===== src/rtl/mc_ctrl_exc.sv =====
// rtl/mc_ctrl_exc.sv - multicycle MIPS control FSM with prioritised interrupts, precise exceptions and DM stall
module mc_ctrl_exc #(
  parameter int N_IRQ         = 6,
  parameter int MEM_HANDSHAKE = 1,
  parameter int EXC_ON_OVF    = 1,
  parameter int IRQ_ID_W      = 3
) (
  input  logic                clk,
  input  logic                rst_n,
  input  logic [5:0]          opcode,
  input  logic [5:0]          funct,
  input  logic [4:0]          rs,
  input  logic                zero,
  input  logic                overflow,
  input  logic [N_IRQ-1:0]    irq,
  input  logic [N_IRQ-1:0]    irq_mask,
  input  logic                exl,
  input  logic                dm_ready,
  output logic                pc_wr,
  output logic                ir_wr,
  output logic                gpr_wr,
  output logic                dm_wr,
  output logic                dm_rd,
  output logic [2:0]          npc_sel,
  output logic [2:0]          alu_ctr,
  output logic [1:0]          reg_dst,
  output logic [1:0]          reg_from_sel,
  output logic [1:0]          ext_op,
  output logic                b_sel,
  output logic                word_byte_sel,
  output logic                exl_set,
  output logic                exl_clr,
  output logic                cp0_we,
  output logic                epc_sel,
  output logic [4:0]          exc_code,
  output logic [IRQ_ID_W-1:0] irq_id
);

  localparam logic [3:0] S_FETCH  = 4'd0;
  localparam logic [3:0] S_DECODE = 4'd1;
  localparam logic [3:0] S_MADDR  = 4'd2;
  localparam logic [3:0] S_MRD    = 4'd3;
  localparam logic [3:0] S_MWB    = 4'd4;
  localparam logic [3:0] S_MWR    = 4'd5;
  localparam logic [3:0] S_EXEC   = 4'd6;
  localparam logic [3:0] S_AWB    = 4'd7;
  localparam logic [3:0] S_BR     = 4'd8;
  localparam logic [3:0] S_JMP    = 4'd9;
  localparam logic [3:0] S_INT    = 4'd10;
  localparam logic [3:0] S_EXC    = 4'd11;
  localparam logic [3:0] S_MFC0   = 4'd12;
  localparam logic [3:0] S_MTC0   = 4'd13;

  logic [3:0] state;
  logic [3:0] nxt;
  logic       ovf_q;

  logic r_type, cop0;
  logic i_addu, i_subu, i_slt, i_jr, i_addi, i_addiu, i_ori, i_lui;
  logic i_lw, i_sw, i_lb, i_sb, i_beq, i_j, i_jal, i_eret, i_mfc0, i_mtc0;
  logic is_load, is_store, is_alu, is_jump, is_ri;
  logic [2:0] alu_op;

  assign r_type  = (opcode == 6'b000000);
  assign cop0    = (opcode == 6'b010000);
  assign i_addu  = r_type && (funct == 6'b100001);
  assign i_subu  = r_type && (funct == 6'b100011);
  assign i_slt   = r_type && (funct == 6'b101010);
  assign i_jr    = r_type && (funct == 6'b001000);
  assign i_addi  = (opcode == 6'b001000);
  assign i_addiu = (opcode == 6'b001001);
  assign i_ori   = (opcode == 6'b001101);
  assign i_lui   = (opcode == 6'b001111);
  assign i_lw    = (opcode == 6'b100011);
  assign i_sw    = (opcode == 6'b101011);
  assign i_lb    = (opcode == 6'b100000);
  assign i_sb    = (opcode == 6'b101000);
  assign i_beq   = (opcode == 6'b000100);
  assign i_j     = (opcode == 6'b000010);
  assign i_jal   = (opcode == 6'b000011);
  assign i_eret  = cop0 && (rs == 5'b10000) && (funct == 6'b011000);
  assign i_mfc0  = cop0 && (rs == 5'b00000);
  assign i_mtc0  = cop0 && (rs == 5'b00100);

  assign is_load  = i_lw | i_lb;
  assign is_store = i_sw | i_sb;
  assign is_alu   = i_addu | i_subu | i_slt | i_addi | i_addiu | i_ori | i_lui;
  assign is_jump  = i_j | i_jal | i_jr | i_eret;
  assign is_ri    = ~(is_load | is_store | is_alu | is_jump | i_beq | i_mfc0 | i_mtc0);

  always_comb begin
    alu_op = 3'b000;
    if (i_subu)      alu_op = 3'b001;
    else if (i_ori)  alu_op = 3'b010;
    else if (i_addi) alu_op = 3'b011;
    else if (i_slt)  alu_op = 3'b100;
    else if (i_lui)  alu_op = 3'b101;
  end

  // Operand-shaping controls follow the IR only, so the datapath sees them in every state.
  always_comb begin
    ext_op = 2'b00;
    if (i_addi || i_addiu || is_load || is_store || i_beq) ext_op = 2'b01;
    else if (i_lui)                                        ext_op = 2'b10;
  end

  assign b_sel = i_addi | i_addiu | i_ori | i_lui | is_load | is_store;

  logic [N_IRQ-1:0]    irq_act;
  logic                pending;
  logic [IRQ_ID_W-1:0] irq_pick;
  logic                mem_done;
  logic                ovf_trap;
  logic [3:0]          done_nxt;

  assign irq_act  = irq & irq_mask;
  assign pending  = (|irq_act) & ~exl;
  assign mem_done = (MEM_HANDSHAKE == 0) || dm_ready;
  assign ovf_trap = i_addi && overflow && (EXC_ON_OVF != 0);
  assign done_nxt = pending ? S_INT : S_FETCH;

  // Descending scan so the lowest active line is the last one written.
  always_comb begin
    irq_pick = '0;
    for (int i = N_IRQ - 1; i >= 0; i--) begin
      if (irq_act[i]) irq_pick = IRQ_ID_W'(i);
    end
  end

  always_comb begin
    nxt = state;
    case (state)
      S_FETCH:  nxt = S_DECODE;
      S_DECODE: begin
        if (is_load || is_store) nxt = S_MADDR;
        else if (is_alu)         nxt = S_EXEC;
        else if (i_beq)          nxt = S_BR;
        else if (is_jump)        nxt = S_JMP;
        else if (i_mfc0)         nxt = S_MFC0;
        else if (i_mtc0)         nxt = S_MTC0;
        else                     nxt = S_EXC;
      end
      S_MADDR:  nxt = is_load ? S_MRD : S_MWR;
      S_MRD:    if (mem_done) nxt = S_MWB;
      S_MWR:    if (mem_done) nxt = done_nxt;
      S_EXEC:   nxt = ovf_trap ? S_EXC : S_AWB;
      S_MWB, S_AWB, S_BR, S_JMP, S_MFC0, S_MTC0: nxt = done_nxt;
      S_INT, S_EXC: nxt = S_FETCH;
      default:  nxt = S_FETCH;
    endcase
  end

  always_ff @(posedge clk or negedge rst_n) begin
    if (!rst_n) begin
      state  <= S_FETCH;
      irq_id <= '0;
      ovf_q  <= 1'b0;
    end else begin
      state <= nxt;
      if (nxt == S_INT)    irq_id <= irq_pick;
      if (state == S_EXEC) ovf_q  <= overflow;
    end
  end

  // Strobes are gated by rst_n directly so an abandoned access stops without waiting for a clock.
  always_comb begin
    pc_wr         = 1'b0;
    ir_wr         = 1'b0;
    gpr_wr        = 1'b0;
    dm_wr         = 1'b0;
    dm_rd         = 1'b0;
    npc_sel       = 3'b000;
    alu_ctr       = 3'b000;
    reg_dst       = 2'b00;
    reg_from_sel  = 2'b00;
    word_byte_sel = 1'b0;
    exl_set       = 1'b0;
    exl_clr       = 1'b0;
    cp0_we        = 1'b0;
    epc_sel       = 1'b0;
    exc_code      = 5'd0;
    if (rst_n) begin
      case (state)
        S_FETCH: begin
          pc_wr = 1'b1;
          ir_wr = 1'b1;
        end
        S_MADDR: word_byte_sel = i_lb | i_sb;
        S_MRD: begin
          dm_rd         = 1'b1;
          word_byte_sel = i_lb | i_sb;
        end
        S_MWB: begin
          gpr_wr        = 1'b1;
          reg_from_sel  = 2'b01;
          word_byte_sel = i_lb | i_sb;
        end
        S_MWR: begin
          dm_wr         = 1'b1;
          word_byte_sel = i_lb | i_sb;
        end
        S_EXEC: alu_ctr = alu_op;
        S_AWB: begin
          alu_ctr = alu_op;
          gpr_wr  = 1'b1;
          if (r_type)                      reg_dst = 2'b01;
          else if (i_addi && ovf_q)        reg_dst = 2'b11;
        end
        S_BR: begin
          alu_ctr = 3'b001;
          npc_sel = 3'b011;
          pc_wr   = zero;
        end
        S_JMP: begin
          pc_wr = 1'b1;
          if (i_jr)        npc_sel = 3'b010;
          else if (i_eret) npc_sel = 3'b100;
          else             npc_sel = 3'b001;
          if (i_jal) begin
            gpr_wr       = 1'b1;
            reg_dst      = 2'b10;
            reg_from_sel = 2'b10;
          end
          exl_clr = i_eret;
        end
        S_MFC0: begin
          gpr_wr       = 1'b1;
          reg_from_sel = 2'b11;
        end
        S_MTC0: cp0_we = 1'b1;
        S_INT: begin
          pc_wr   = 1'b1;
          npc_sel = 3'b101;
          cp0_we  = 1'b1;
          exl_set = 1'b1;
        end
        S_EXC: begin
          pc_wr    = 1'b1;
          npc_sel  = 3'b101;
          cp0_we   = 1'b1;
          exl_set  = 1'b1;
          epc_sel  = 1'b1;
          exc_code = is_ri ? 5'd10 : 5'd12;
        end
        default: ;
      endcase
    end
  end

endmodule


===== config.mk =====
export PLATFORM = sky130hd
export DESIGN_NAME = mc_ctrl_exc
export DESIGN_NICKNAME = d
export VERILOG_FILES = /design/src/rtl/mc_ctrl_exc.sv
export SDC_FILE = /design/constraint.sdc
export NUM_CORES = 1
export LEC_CHECK = 0
export BUFFER_PORTS_ARGS = -buffer_cell sky130_fd_sc_hd__buf_2
export CORE_MARGIN = 2
export CORE_UTILIZATION = 31
export CTS_CLUSTER_DIAMETER = 100
export CTS_CLUSTER_SIZE = 28
export DETAILED_ROUTE_END_ITERATION = 12
export PLACE_DENSITY = 0.6
export REMOVE_ABC_BUFFERS = 1
export SYNTH_ARGS = -nofsm -noshare
export SYNTH_HDL_FRONTEND = slang
export SYNTH_SLANG_ARGS = --single-unit

===== constraint.sdc =====
create_clock -name clk -period 2.55 [get_ports clk]
set_clock_uncertainty 0.15 [all_clocks]
set_input_delay 0.1275 -clock clk [delete_from_list [all_inputs] [get_ports clk]]
set_output_delay 0.1275 -clock clk [all_outputs]
set_load 0.02 [all_outputs]

==> impl_metrics.py <==
metrics = {
    "outcome": {
        "status": "finished clean",
    },
    "clock_network": {
        "htree_levels": 1,
        "cts-root-buf": "clkbuf_8",
        "cts_tree": "yes",
        "clk_pin_slew_ns": 0.04,
        "post_cts_buffers": 0,
        "cts_resized": 0,
        "numCtsBuffers": 3,
        "holdBufCountCts": 1,
        "clock_sinks": 8,
        "clk_path_buf_depth": 2,
        "clock_latency_ns": 0.23,
    },
    "final_layout": {
        "diodes": 0,
        "fin_nets": 273,
        "syn_to_final_growth_pct": 31.0,
        "fill_cells": 420,
        "drive_gt1_frac": 0.343,
        "layout_common_cells": "buf_2 (63), nand2_1 (16), nor2_1 (16)",
        "final_common_cell": "buf_2",
    },
    "sta": {
        "fin_crit_ns": 2.35,
        "worst_slew_pin_slew_ns": 0.492,
        "period_share": 0.922,
        "slew_headroom": 0.663,
        "setup_tns_ns": 0,
        "rsz0062_at_grt": "no",
        "maxSlewViolCount": 0,
        "timing.hold.ws_ns": 0.0247,
        "clock.fmax_mhz": 425,
        "finalHoldViolCount": 0,
        "setup_viol": 0,
    },
    "place": {
        "place_congestion": 0.820,
        "io_buffers": 63,
        "dp_hpwl_um": 3110,
    },
    "synthesis": {
        "synth_top_cell_area_share": 0.162,
        "synthFlopType": "dfrtp_1",
        "netlist_area_mm2": 0.00124,
        "syn_avg_cell_area_um2": 6.95,
        "synthArstFlopShare": 1.00,
        "synth_area_leaders": "dfrtp_1 (16%), nand2b_1 (5.6%), a21oi_1 (4.9%), nor3_1 (4.9%), nand2_1 (4.9%)",
        "syn_inst": 178,
        "synth_cell_types": 53,
        "synth-edff-count": 0,
        "yosysSeqAreaShare": 0.162,
        "synth_warnings": 0,
        "synth_top_area_cell": "dfrtp_1",
        "synth_seq_cells": 8,
    },
    "die": {
        "rows": 22,
        "die_y_um": 67.2,
        "initial_utilization": 0.331,
        "die_area_mm2": 0.00451,
        "coreArea_mm2": 0.00374,
        "die_x_um": 67.2,
        "ios": 66,
    },
    "grt": {
        "grt_max_degree": 23,
        "antenna_found_initial": 0,
        "globalRouteTotalUtil": 0.179,
        "grt_pass1_vias": 1388,
        "grt_pass1_wl_um": 6340,
        "grt.overflow.total": 0,
    },
    "routing": {
        "top_layer_used": "met4",
        "firstDrtPassIters": 5,
        "wl_met2_um": 1780,
        "drc_errors": 0,
        "drtIter0Drc": 90,
        "vias_per_cell": 5.60,
        "met1_length_um": 1890,
        "ant_nets": 0,
        "wl_per_cell_um": 13.7,
        "via_count": 1589,
        "routed_wl_um": 3900,
        "dr_wl_met3_um": 216,
    },
    "pwr": {
        "power_switching_mw": 0.525,
        "power.internal_mw": 0.557,
        "seqPwrFrac": 0.261,
        "power_leakage_nw": 0.748,
        "p_comb_frac": 0.598,
        "power_density_mw_per_mm2": 667,
        "clockPowerShare": 0.141,
        "peakVddDrop_v": 0.000288,
        "switching_share": 0.485,
    },
    "critical_path": {
        "worstPathRequired_ns": 2.27,
        "cpMaxStageDelayCell": "or4b_2",
        "worst-path-max-fanout": 16,
        "crit_buf_inv": 2,
        "cpPeakStageDelay_ns": 0.73,
        "crit_top_cell": "buf_2",
        "cp.arrival_ns": 2.07,
        "critPathKind": "in -> out",
        "endpoint_kind": "output pin",
        "cp_cell_sequence": "buf_2 > or4b_2 > a2111oi_0 > a211o_2 > o21a_1 > buf_2",
        "crit_family": "compound AO/OA/AOI/OAI gates",
        "start_kind": "input port",
    },
    "hold_path": {
        "hp-class": "in -> reg",
    },
    "run": {
        "drv_cap": 0,
    },
}
[flip-flops by register name, summed over array words and instances, names as in the netlist]
register and count:
state 4, irq_id 3, ovf_q 1
[worst paths after layout]
check                                            from                     to  slack, ns  cells past startpoint
worst max-delay path                        opcode[4]            exc_code[2]       0.20                      6
worst min-delay path                         overflow      ovf_q$_DFFE_PN0P_       0.02                      2
worst max register to register     state[0]$_DFF_PN0_  irq_id[1]$_DFFE_PN0N_       0.45                      4
worst min register to register  irq_id[1]$_DFFE_PN0N_  irq_id[1]$_DFFE_PN0N_       0.36                      1
max in group asynchronous                       rst_n     state[2]$_DFF_PN0_       1.86                      2
min in group asynchronous                       rst_n  irq_id[0]$_DFFE_PN0N_       0.16                      2
[cell usage after synthesis (2+ instances only)]
cell	instances
dfrtp_1	8
or4b_2	2
nor3_1	12
o21ai_0	3
mux2_2	2
or4_1	3
inv_1	4
o31ai_1	2
clkbuf_1	7
nand3b_1	5
or3b_2	2
a21oi_1	12
o32ai_1	2
o211ai_1	2
a211oi_1	4
a22oi_1	4
nand2b_1	11
nor2_1	16
or2_2	3
nor3b_1	3
nand4b_1	2
o21a_1	3
nand2_1	16
a31oi_1	3
and2_1	2
nand4_1	2
nor2b_1	6
buf_4	3
nor4_1	4
a21o_1	2
nand3_1	6
[layer usage]
metal  vias to the layer above  global-route usage
li1                        787                   -
met1                       744               0.264
met2                        56               0.278
met3                         2              0.0300
met4                         0              0.0230
met5                         -                   0
[layout make-up]
cell class	instances	area (um2)	area share
multi-input cells	154	957	0.590
repair buffers	67	348	0.215
flip-flops and latches	8	200	0.123
well taps	48	60.1	0.0370
clock buffers	3	41.3	0.0255
inverters	4	15.0	0.00926
[logic make-up after synthesis]
| kind of cell | count (synthesis) | share of synthesized area |
|---|---|---|
| buffers and inverters | 17 | 0.0677 |
| AND/OR/NAND/NOR | 99 | 0.453 |
| other | 1 | 0.00303 |
| multiplexers | 3 | 0.0263 |
| AO/OA/AOI/OAI | 49 | 0.281 |
| flip-flops | 8 | 0.162 |
| XOR/XNOR | 1 | 0.00708 |
[power groups by stage]
stage	registers, mW	logic (mW)	clock network (mW)
global placement	0.277	0.643	0
finish	0.282	0.647	0.153
detailed placement	0.280	0.642	0
global route	0.294	0.709	0.168
CTS	0.278	0.644	0.156
floorplan	0.292	0.382	0
[metrics by stage]
step	utilization	instance area [um2]	instances	total power [mW]	setup WS [ns]
finish	0.433	1620	284	1.08	0.199
global route	0.433	1620	284	1.17	0.129
CTS	0.433	1620	284	1.08	0.181
detailed placement	0.419	1570	280	0.922	0.171
global placement	0.419	1570	280	0.920	0.390
floorplan	-	1170	166	0.674	0.477
No activity file was read; power rests on OpenSTA's default activity.
